### config.mk
export PLATFORM = sky130hd
export DESIGN_NAME = uart_block_rx
export DESIGN_NICKNAME = d
export VERILOG_FILES = /design/src/rtl/uart_block_rx.sv
export SDC_FILE = /design/constraint.sdc
export NUM_CORES = 1
export LEC_CHECK = 0
export ABC_AREA = 1
export CAP_MARGIN = 15
export CORE_ASPECT_RATIO = 0.6
export CORE_MARGIN = 5
export CORE_UTILIZATION = 40
export DETAILED_ROUTE_END_ITERATION = 16
export GPL_ROUTABILITY_DRIVEN = 0
export PLACE_DENSITY = 0.74
export SLEW_MARGIN = 25
export SYNTH_ARGS = -nofsm -noshare
export SYNTH_HDL_FRONTEND = slang
export SYNTH_SLANG_ARGS = --single-unit
### constraint.sdc
create_clock -name clk -period 1.7 [get_ports clk]
set_input_delay 0.17 -clock clk [delete_from_list [all_inputs] [get_ports clk]]
set_output_delay 0.17 -clock clk [all_outputs]
set_load 0.02 [all_outputs]
### src/rtl/uart_block_rx.sv
// UART receiver (2-FF sync, mid-bit sampling, optional parity) packing BLOCK_BYTES bytes into one block.
// Latency: blk_valid rises the cycle after the final stop sample. blk_ready never stalls the line; an unread block causes overrun.
module uart_block_rx #(
  parameter int CLK_HZ       = 50_000_000,
  parameter int BAUD         = 115_200,
  parameter int BLOCK_BYTES  = 16,
  parameter int PARITY       = 0,
  parameter int TIMEOUT_BITS = 20
) (
  input  logic                     clk,
  input  logic                     rst_n,
  input  logic                     uart_rxd,
  output logic [8*BLOCK_BYTES-1:0] blk_data,
  output logic                     blk_valid,
  input  logic                     blk_ready,
  output logic                     err_frame,
  output logic                     err_parity,
  output logic                     err_timeout,
  output logic                     err_overrun
);

  localparam int DIV      = (CLK_HZ + BAUD / 2) / BAUD;
  localparam int TW       = $clog2(DIV + 1);
  localparam int IDLE_MAX = TIMEOUT_BITS * DIV;
  localparam int IW       = $clog2(IDLE_MAX + 1);
  localparam int CW       = $clog2(BLOCK_BYTES + 1);
  localparam int AW       = 8 * BLOCK_BYTES;
  localparam logic PAR_ODD = (PARITY == 2);

  typedef enum logic [2:0] {
    S_IDLE,
    S_START,
    S_DATA,
    S_PARITY,
    S_STOP,
    S_BREAK
  } state_t;

  state_t state, state_nxt;

  logic          rxd_meta, rxd_sync, rxd_prev;
  logic          fall;
  logic [TW-1:0] bit_tmr;
  logic          tick;
  logic [2:0]    bit_idx;
  logic [7:0]    shreg;
  logic          par_bit;
  logic          par_exp;

  logic          start_seen, data_smp, par_smp, stop_smp;
  logic          frame_bad, parity_bad, byte_ok;

  logic [AW-1:0] asm_q;
  logic [AW-1:0] asm_nxt;
  logic [CW-1:0] byte_cnt;
  logic [IW-1:0] idle_cnt;
  logic          complete, idle_run, timeout_hit;

  always_ff @(posedge clk or negedge rst_n) begin
    if (!rst_n) begin
      rxd_meta <= 1'b1;
      rxd_sync <= 1'b1;
      rxd_prev <= 1'b1;
    end else begin
      rxd_meta <= uart_rxd;
      rxd_sync <= rxd_meta;
      rxd_prev <= rxd_sync;
    end
  end

  assign fall = rxd_prev & ~rxd_sync;
  assign tick = (bit_tmr == TW'(1));

  always_ff @(posedge clk or negedge rst_n) begin
    if (!rst_n) begin
      state <= S_IDLE;
    end else begin
      state <= state_nxt;
    end
  end

  always_comb begin
    state_nxt = state;
    case (state)
      S_IDLE:   if (fall) state_nxt = S_START;
      S_START:  if (tick) state_nxt = rxd_sync ? S_IDLE : S_DATA;
      S_DATA:   if (tick && bit_idx == 3'd7) state_nxt = (PARITY != 0) ? S_PARITY : S_STOP;
      S_PARITY: if (tick) state_nxt = S_STOP;
      S_STOP:   if (tick) state_nxt = rxd_sync ? S_IDLE : S_BREAK;
      // A low stop bit may be a line break: hold off until the line idles high.
      S_BREAK:  if (rxd_sync) state_nxt = S_IDLE;
      default:  state_nxt = S_IDLE;
    endcase
  end

  always_comb begin
    start_seen = (state == S_IDLE) && fall;
    data_smp   = (state == S_DATA) && tick;
    par_smp    = (state == S_PARITY) && tick;
    stop_smp   = (state == S_STOP) && tick;
    par_exp    = (^shreg) ^ PAR_ODD;
    frame_bad  = stop_smp && !rxd_sync;
    parity_bad = stop_smp && (PARITY != 0) && (par_bit != par_exp);
    byte_ok    = stop_smp && rxd_sync && !parity_bad;
  end

  // Half-bit load from the edge lands the first sample mid start bit.
  always_ff @(posedge clk or negedge rst_n) begin
    if (!rst_n) begin
      bit_tmr <= '0;
    end else if (state == S_IDLE) begin
      if (fall) bit_tmr <= TW'(DIV / 2);
    end else if (state != S_BREAK) begin
      if (tick) bit_tmr <= TW'(DIV);
      else      bit_tmr <= bit_tmr - TW'(1);
    end
  end

  always_ff @(posedge clk or negedge rst_n) begin
    if (!rst_n) begin
      bit_idx <= '0;
      shreg   <= '0;
      par_bit <= 1'b0;
    end else begin
      if (state == S_START && tick) bit_idx <= '0;
      if (data_smp) begin
        shreg   <= {rxd_sync, shreg[7:1]};
        bit_idx <= bit_idx + 3'd1;
      end
      if (par_smp) par_bit <= rxd_sync;
    end
  end

  assign asm_nxt     = (asm_q << 8) | AW'(shreg);
  assign complete    = byte_ok && (byte_cnt == CW'(BLOCK_BYTES - 1));
  assign idle_run    = (state == S_IDLE) && !start_seen && (byte_cnt != '0);
  assign timeout_hit = idle_run && (idle_cnt == IW'(IDLE_MAX - 1));

  always_ff @(posedge clk or negedge rst_n) begin
    if (!rst_n) begin
      asm_q    <= '0;
      byte_cnt <= '0;
      idle_cnt <= '0;
    end else if (timeout_hit) begin
      asm_q    <= '0;
      byte_cnt <= '0;
      idle_cnt <= '0;
    end else begin
      idle_cnt <= idle_run ? idle_cnt + IW'(1) : '0;
      if (byte_ok) begin
        if (complete) begin
          asm_q    <= '0;
          byte_cnt <= '0;
        end else begin
          asm_q    <= asm_nxt;
          byte_cnt <= byte_cnt + CW'(1);
        end
      end
    end
  end

  // Completion coinciding with acceptance reloads the block without dropping valid.
  always_ff @(posedge clk or negedge rst_n) begin
    if (!rst_n) begin
      blk_data  <= '0;
      blk_valid <= 1'b0;
    end else if (complete && (!blk_valid || blk_ready)) begin
      blk_data  <= asm_nxt;
      blk_valid <= 1'b1;
    end else if (blk_valid && blk_ready) begin
      blk_valid <= 1'b0;
    end
  end

  always_ff @(posedge clk or negedge rst_n) begin
    if (!rst_n) begin
      err_frame   <= 1'b0;
      err_parity  <= 1'b0;
      err_timeout <= 1'b0;
      err_overrun <= 1'b0;
    end else begin
      err_frame   <= frame_bad;
      err_parity  <= parity_bad;
      err_timeout <= timeout_hit;
      err_overrun <= complete && blk_valid && !blk_ready;
    end
  end

endmodule

After elaboration in Yosys (flattened, before gate mapping)
Cells that the tools add are included.

Flip-flop bits (word level): 297. Latch bits: 0. Memory bits (writable): 0. Bits in read-only memories: 0. Memories kept: 0.

Add/sub/neg operators: 4. Multipliers: 0. Divide/modulo/power cells: 0. Order comparisons: 0. Eq/ne operators: 16. Shift operators: 0. Mux-type cells: 25. Bitwise logic cells: 3. Reduce and logical (&&, ||, !) cells: 28.

Operators by type and width (number): $mux W120 (3); $or A128 B8 Y128 (1); $mux W9 (4); $mux W14 (2); $mux W3 (9); $pmux W3 S6 (1); $logic_and A1 B1 Y1 (15); $mux W5 (3); $add A14 B1 Y14 const B (1); $eq A14 B14 Y1 const B (1); $ne A2 B2 Y1 const B (6); $eq A3 B3 Y1 const B (3); $eq A9 B1 Y1 const B (1); $sub A9 B1 Y9 const B (1); $reduce_bool A2 Y1 (4); $eq A3 B2 Y1 const B (2); $reduce_and A6 Y1 (1); $add A5 B1 Y5 const B (1); $eq A5 B4 Y1 const B (1); $reduce_bool A5 Y1 (1); $logic_not A1 Y1 (4); $add A3 B1 Y3 const B (1); $eq A3 B1 Y1 const B (1); $logic_not A3 Y1 (1); 7 further kinds (8).

Logic depth before layout (Yosys ltp)
Word-level depth: 8. Depth in mapped cells: 11.

Least setup slack after synthesis
Ideal clock, no wire load.

Kind: register -> register. Start: reg bit_tmr[1]. End: reg blk_data[67]. Data arrival time: 1480 ps. Required time: 1583 ps. Setup slack: 103 ps. Cell stages (with the launch flop): 12. Path buffers: 2. Period minus slack after synthesis: 1597 ps. Cells stage by stage: dfrtp_1 > inv_1 > ha_1 > nand3_1 > nor2_4 > nand2_2 > nor2_4 > nand2_1 > buf_6 > buf_2 > nand2_1 > nand2_1.

Word-level cells in the longest chain between the ends: 5.

Ends and longest elaborated chain: from (decl) (line 43) `logic [TW-1:0] bit_tmr;`; from (signal assigned) (line 112) `if (fall) bit_tmr <= TW'(DIV / 2);`; from (signal assigned) (line 114) `if (tick) bit_tmr <= TW'(DIV);`; from (signal assigned) (line 115) `else bit_tmr <= bit_tmr - TW'(1);`; $eq A9 B1 Y1 (line 72) `assign tick = (bit_tmr == TW'(1));`; $logic_and A1 B1 Y1 (line 100) `stop_smp = (state == S_STOP) && tick;`; $logic_and A1 B1 Y1 (line 104) `byte_ok = stop_smp && rxd_sync && !parity_bad;`; $logic_and A1 B1 Y1 (line 135) `assign complete = byte_ok && (byte_cnt == CW'(BLOCK_BYTES - 1));`; $logic_and A1 B1 Y1 (line 167) `end else if (complete && (!blk_valid || blk_ready)) begin`; to (signal assigned) (line 168) `blk_data <= asm_nxt;`; to (decl) (line 13) `output logic [8*BLOCK_BYTES-1:0] blk_data,`.

No other way between the ends. A chain may end at the register's enable or synchronous reset.

Worst setup path in the final report
Start: reg rxd_sync. End: reg blk_data[75].

Word-level cells in the longest chain between the ends: 3.

Ends and longest elaborated chain: from (decl) (line 41) `logic rxd_meta, rxd_sync, rxd_prev;`; from (signal assigned) (line 66) `rxd_sync <= rxd_meta;`; $logic_and A1 B1 Y1 (line 104); $logic_and A1 B1 Y1 (line 135); $logic_and A1 B1 Y1 (line 167).

No other way between the ends.

==> key figures <==
Floorplanning
  – Initial Util: 40.9%
  – Die extent in x: 242 um
  – Die H: 149 um
  – Die area: between 30,000 and 40,000 um^2
  – # rows: 50
  – CORE AREA: 31,500 um^2
  – # IOs: approximately 140

Timing
  – Clock skew: 0.0127 ns
  – FMAX: roughly 0.55 GHz
  – Final hold vios: 0
  – Slew headroom: 63.0%
  – Max-slew violation count: 0
  – Setup TNS: -15.79 ns
  – Worst Max-Slew Pin Slew: 0.556 ns
  – # setup viols final: 233
  – Tmin final: 1.83 ns
  – Final period utilization: 108%
  – Unrepaired setup endpoints after global routing: yes
  – Worst setup margin: -0.132 ns

Place
  – Port buffer count: 135
  – Area after detailed placement: 14,800 um^2
  – DP HPWL: 22.2 mm

Logic synthesis
  – Seq cells post-synth: 297
  – Post-synthesis cell area: about 13,000 um^2
  – Share of the synthesized area in the top cell type: between 50 and 60%
  – Post-synth cell types: 30
  – Share of the yosys chip area belonging to registers: 57.7%
  – Syn Nets: 1,429
  – Commonest register cell after synthesis: dfrtp_1
  – Yosys warns: 0
  – Most common cell in the netlist: nand2_1
  – Synth async-reset ratio: 100%
  – Top cell types by occurrence after synthesis: nand2_1 (455), dfrtp_1 (294), nand3_1 (269)
  – Cell taking the most area after synthesis: dfrtp_1
  – Post-synth EDFFs: 0
  – Area contributors post-synth: dfrtp_1 (57%), nand2_1 (13%), nand3_1 (10%), nand4_1 (5.9%), buf_6 (3.8%)
  – Synth Instances: 1,418
  – Syn_area_per_cell: 9.08 um^2

Outcome
  – Failing checks: setup timing
  – Outcome: finished with violations

Finish
  – Final core utilization: 52.7%
  – Layout Nets: 1,592
  – Post-route cell area: 16,600 um^2
  – Antenna diode count: 0
  – Synth-to-Final Area Change: 28.7%
  – Share of cells above drive strength 1: about an eighth

Routing
  – Total number of vias: 11,132
  – Wire per inst: 18.8 um
  – Via-to-Cell Ratio: 5.52
  – First-iteration detailed-routing DRC count: between 1,000 and 1,500
  – Final WL: between 30 and 40 mm
  – # DRC: 0
  – DR pass1 iterations: 5
  – Antenna-violating nets left: 0

Pwr
  – Pwr Density: 909 nW/um^2
  – Total power: 15,100 uW
  – Worst VDD drop: 0.763 mV
  – Leak: between 0.008 and 0.009 uW

Global routing
  – Initial antenna violation count: 0
  – Largest net degree at the start of global routing: around 130
  – Vias in the first global route: 10,541
  – Grt ovf: 0
  – First-pass GRT wire length: 58.8 mm
  – Gr usage total: 19.8%

Clocking
  – H-tree Lvls: 1
  – Root Buffer: clkbuf_16
  – TritonCTS clock tree: built
  – Sink Count: 297
  – Worst-Skew Late Latency: 0.56 ns
  – Inserted Clock Buffers: 29
  – Maximum clock path buffer count: 3
  – CTS clk-pin slew, worst paths: around 0.060 ns

Run
  – Maxcap violations: 0

Worst setup path
  – Required @ worst endpoint: 2.18 ns
  – Kind of critical path: flip-flop to flip-flop
  – CP Data Arrival Time: 2.32 ns
  – Startpoint Class: flip-flop
  – Critical Path End Type: flip-flop
  – Critical path peak fanout: 8

Worst hold path
  – Hold Path Class: input port to async pin
==> through the flow <==
stage	cells	setup WS [ns]	hold WS [ns]
final	2017	-0.132	0.148
after CTS	2007	-0.135	0.145
after detailed placement	1931	-0.200	0.123
after floorplan	1418	0.103	-0.126
after global routing	2017	-0.212	0.161
after global placement	1931	-0.171	0.118
==> cell type report <==
cell class              instances  area, um^2
well taps                     416         520
clock buffers                  36         802
clock inverters                15         135
multi-input cells             962        4620
repair buffers                243        2880
flip-flops and latches        297        7440
inverters                      48         180
fillers                      2830       14900
==> power breakdown <==
group / leakage (uW) / switching, uW / total, uW / internal, uW
registers: 0.00411 / 77.4 / 7240 / 7170
clock network: 0.000460 / 2790 / 6420 / 3630
logic: 0.00397 / 905 / 1410 / 503
==> path summary, 6_finish.rpt <==
| path | end | startpoint | cells past startpoint | slack (ns) |
|---|---|---|---|---|
| min | blk_data[44]$_DFFE_PN0P_ | rst_n | 2 | 0.15 |
| max reg2reg | blk_data[75]$_DFFE_PN0P_ | rxd_sync$_DFF_PN1_ | 10 | -0.13 |
| min reg2reg | rxd_sync$_DFF_PN1_ | rxd_meta$_DFF_PN1_ | 0 | 0.37 |
| max | blk_data[75]$_DFFE_PN0P_ | rxd_sync$_DFF_PN1_ | 10 | -0.13 |
| min in group clk | rxd_sync$_DFF_PN1_ | rxd_meta$_DFF_PN1_ | 0 | 0.37 |
| max in group asynchronous | blk_data[41]$_DFFE_PN0P_ | rst_n | 3 | 0.79 |
==> critical path: stages, from the launching register on <==
cell     delay, ns
dfstp_2       0.56
inv_2         0.06
nor3_2        0.20
buf_4         0.15
nand2_4       0.06
nor2_4        0.10
buf_12        0.14
buf_12        0.15
buf_12        0.13
nand3_1       0.11
nand2_1       0.11
==> placed cells by master (no fill, tap or decap), types with 3 or more instances in the layout <==
cell and n:
nand2_4 5, buf_16 12, nor2_4 4, dfstp_2 3, a21oi_1 9, xor2_1 4
buf_12 24, nor2_2 9, clkinv_2 9, inv_1 42, clkbuf_16 36, nand2_1 451
dfrtp_1 294, clkbuf_8 6, clkinvlp_4 4, nand4_1 121, o21ai_0 22, inv_2 5
buf_4 55, o21ai_1 8, nand3_2 13, nor2_1 34, dlygate4sd2_1 10, nand3_1 256
buf_6 5, clkdlybuf4s50_1 124, ha_1 6, nor3_1 5
==> state kept, by name (all words and copies together) (netlist names), 3 cells and up <==
register and cells:
idle_cnt 14, blk_data 128, state 3, asm_q 120
bit_idx 3, byte_cnt 5, shreg 8, bit_tmr 9
==> kinds of logic (layout without fill, tap and decap cells) <==
group           Yosys count  in the layout  share of synthesized area [%]
xor+xnor                  5              5                          0.340
compound gates           44             44                           1.76
flops                   297            297                           57.7
simple gates            904            905                           31.7
fa+ha+maj                 7              7                          0.680
other cells               1              1                         0.0291
buf+inv                 160            342                           7.79
==> routing by layer <==
| metal | track usage [%] | share of wire [%] |
|---|---|---|
| met3 | 4.51 | 8.9 |
| met5 | 0 | 0 |
| met1 | 30.5 | 47 |
| met4 | 3.91 | 2.2 |
| met2 | 28.7 | 42 |
==> timing repair <==
action | 4_1_cts | 5_1_grt
endpoints found under the setup margin | 371 | 396
pin swaps | 11 | 9
endpoints found under the hold margin | 236 | 0
buffers inserted | 12 | 3
gates cloned | 11 | 9
hold buffers | 2 | 0
gates resized for setup | 46 | 26
(Power assumes the default switching activity.)
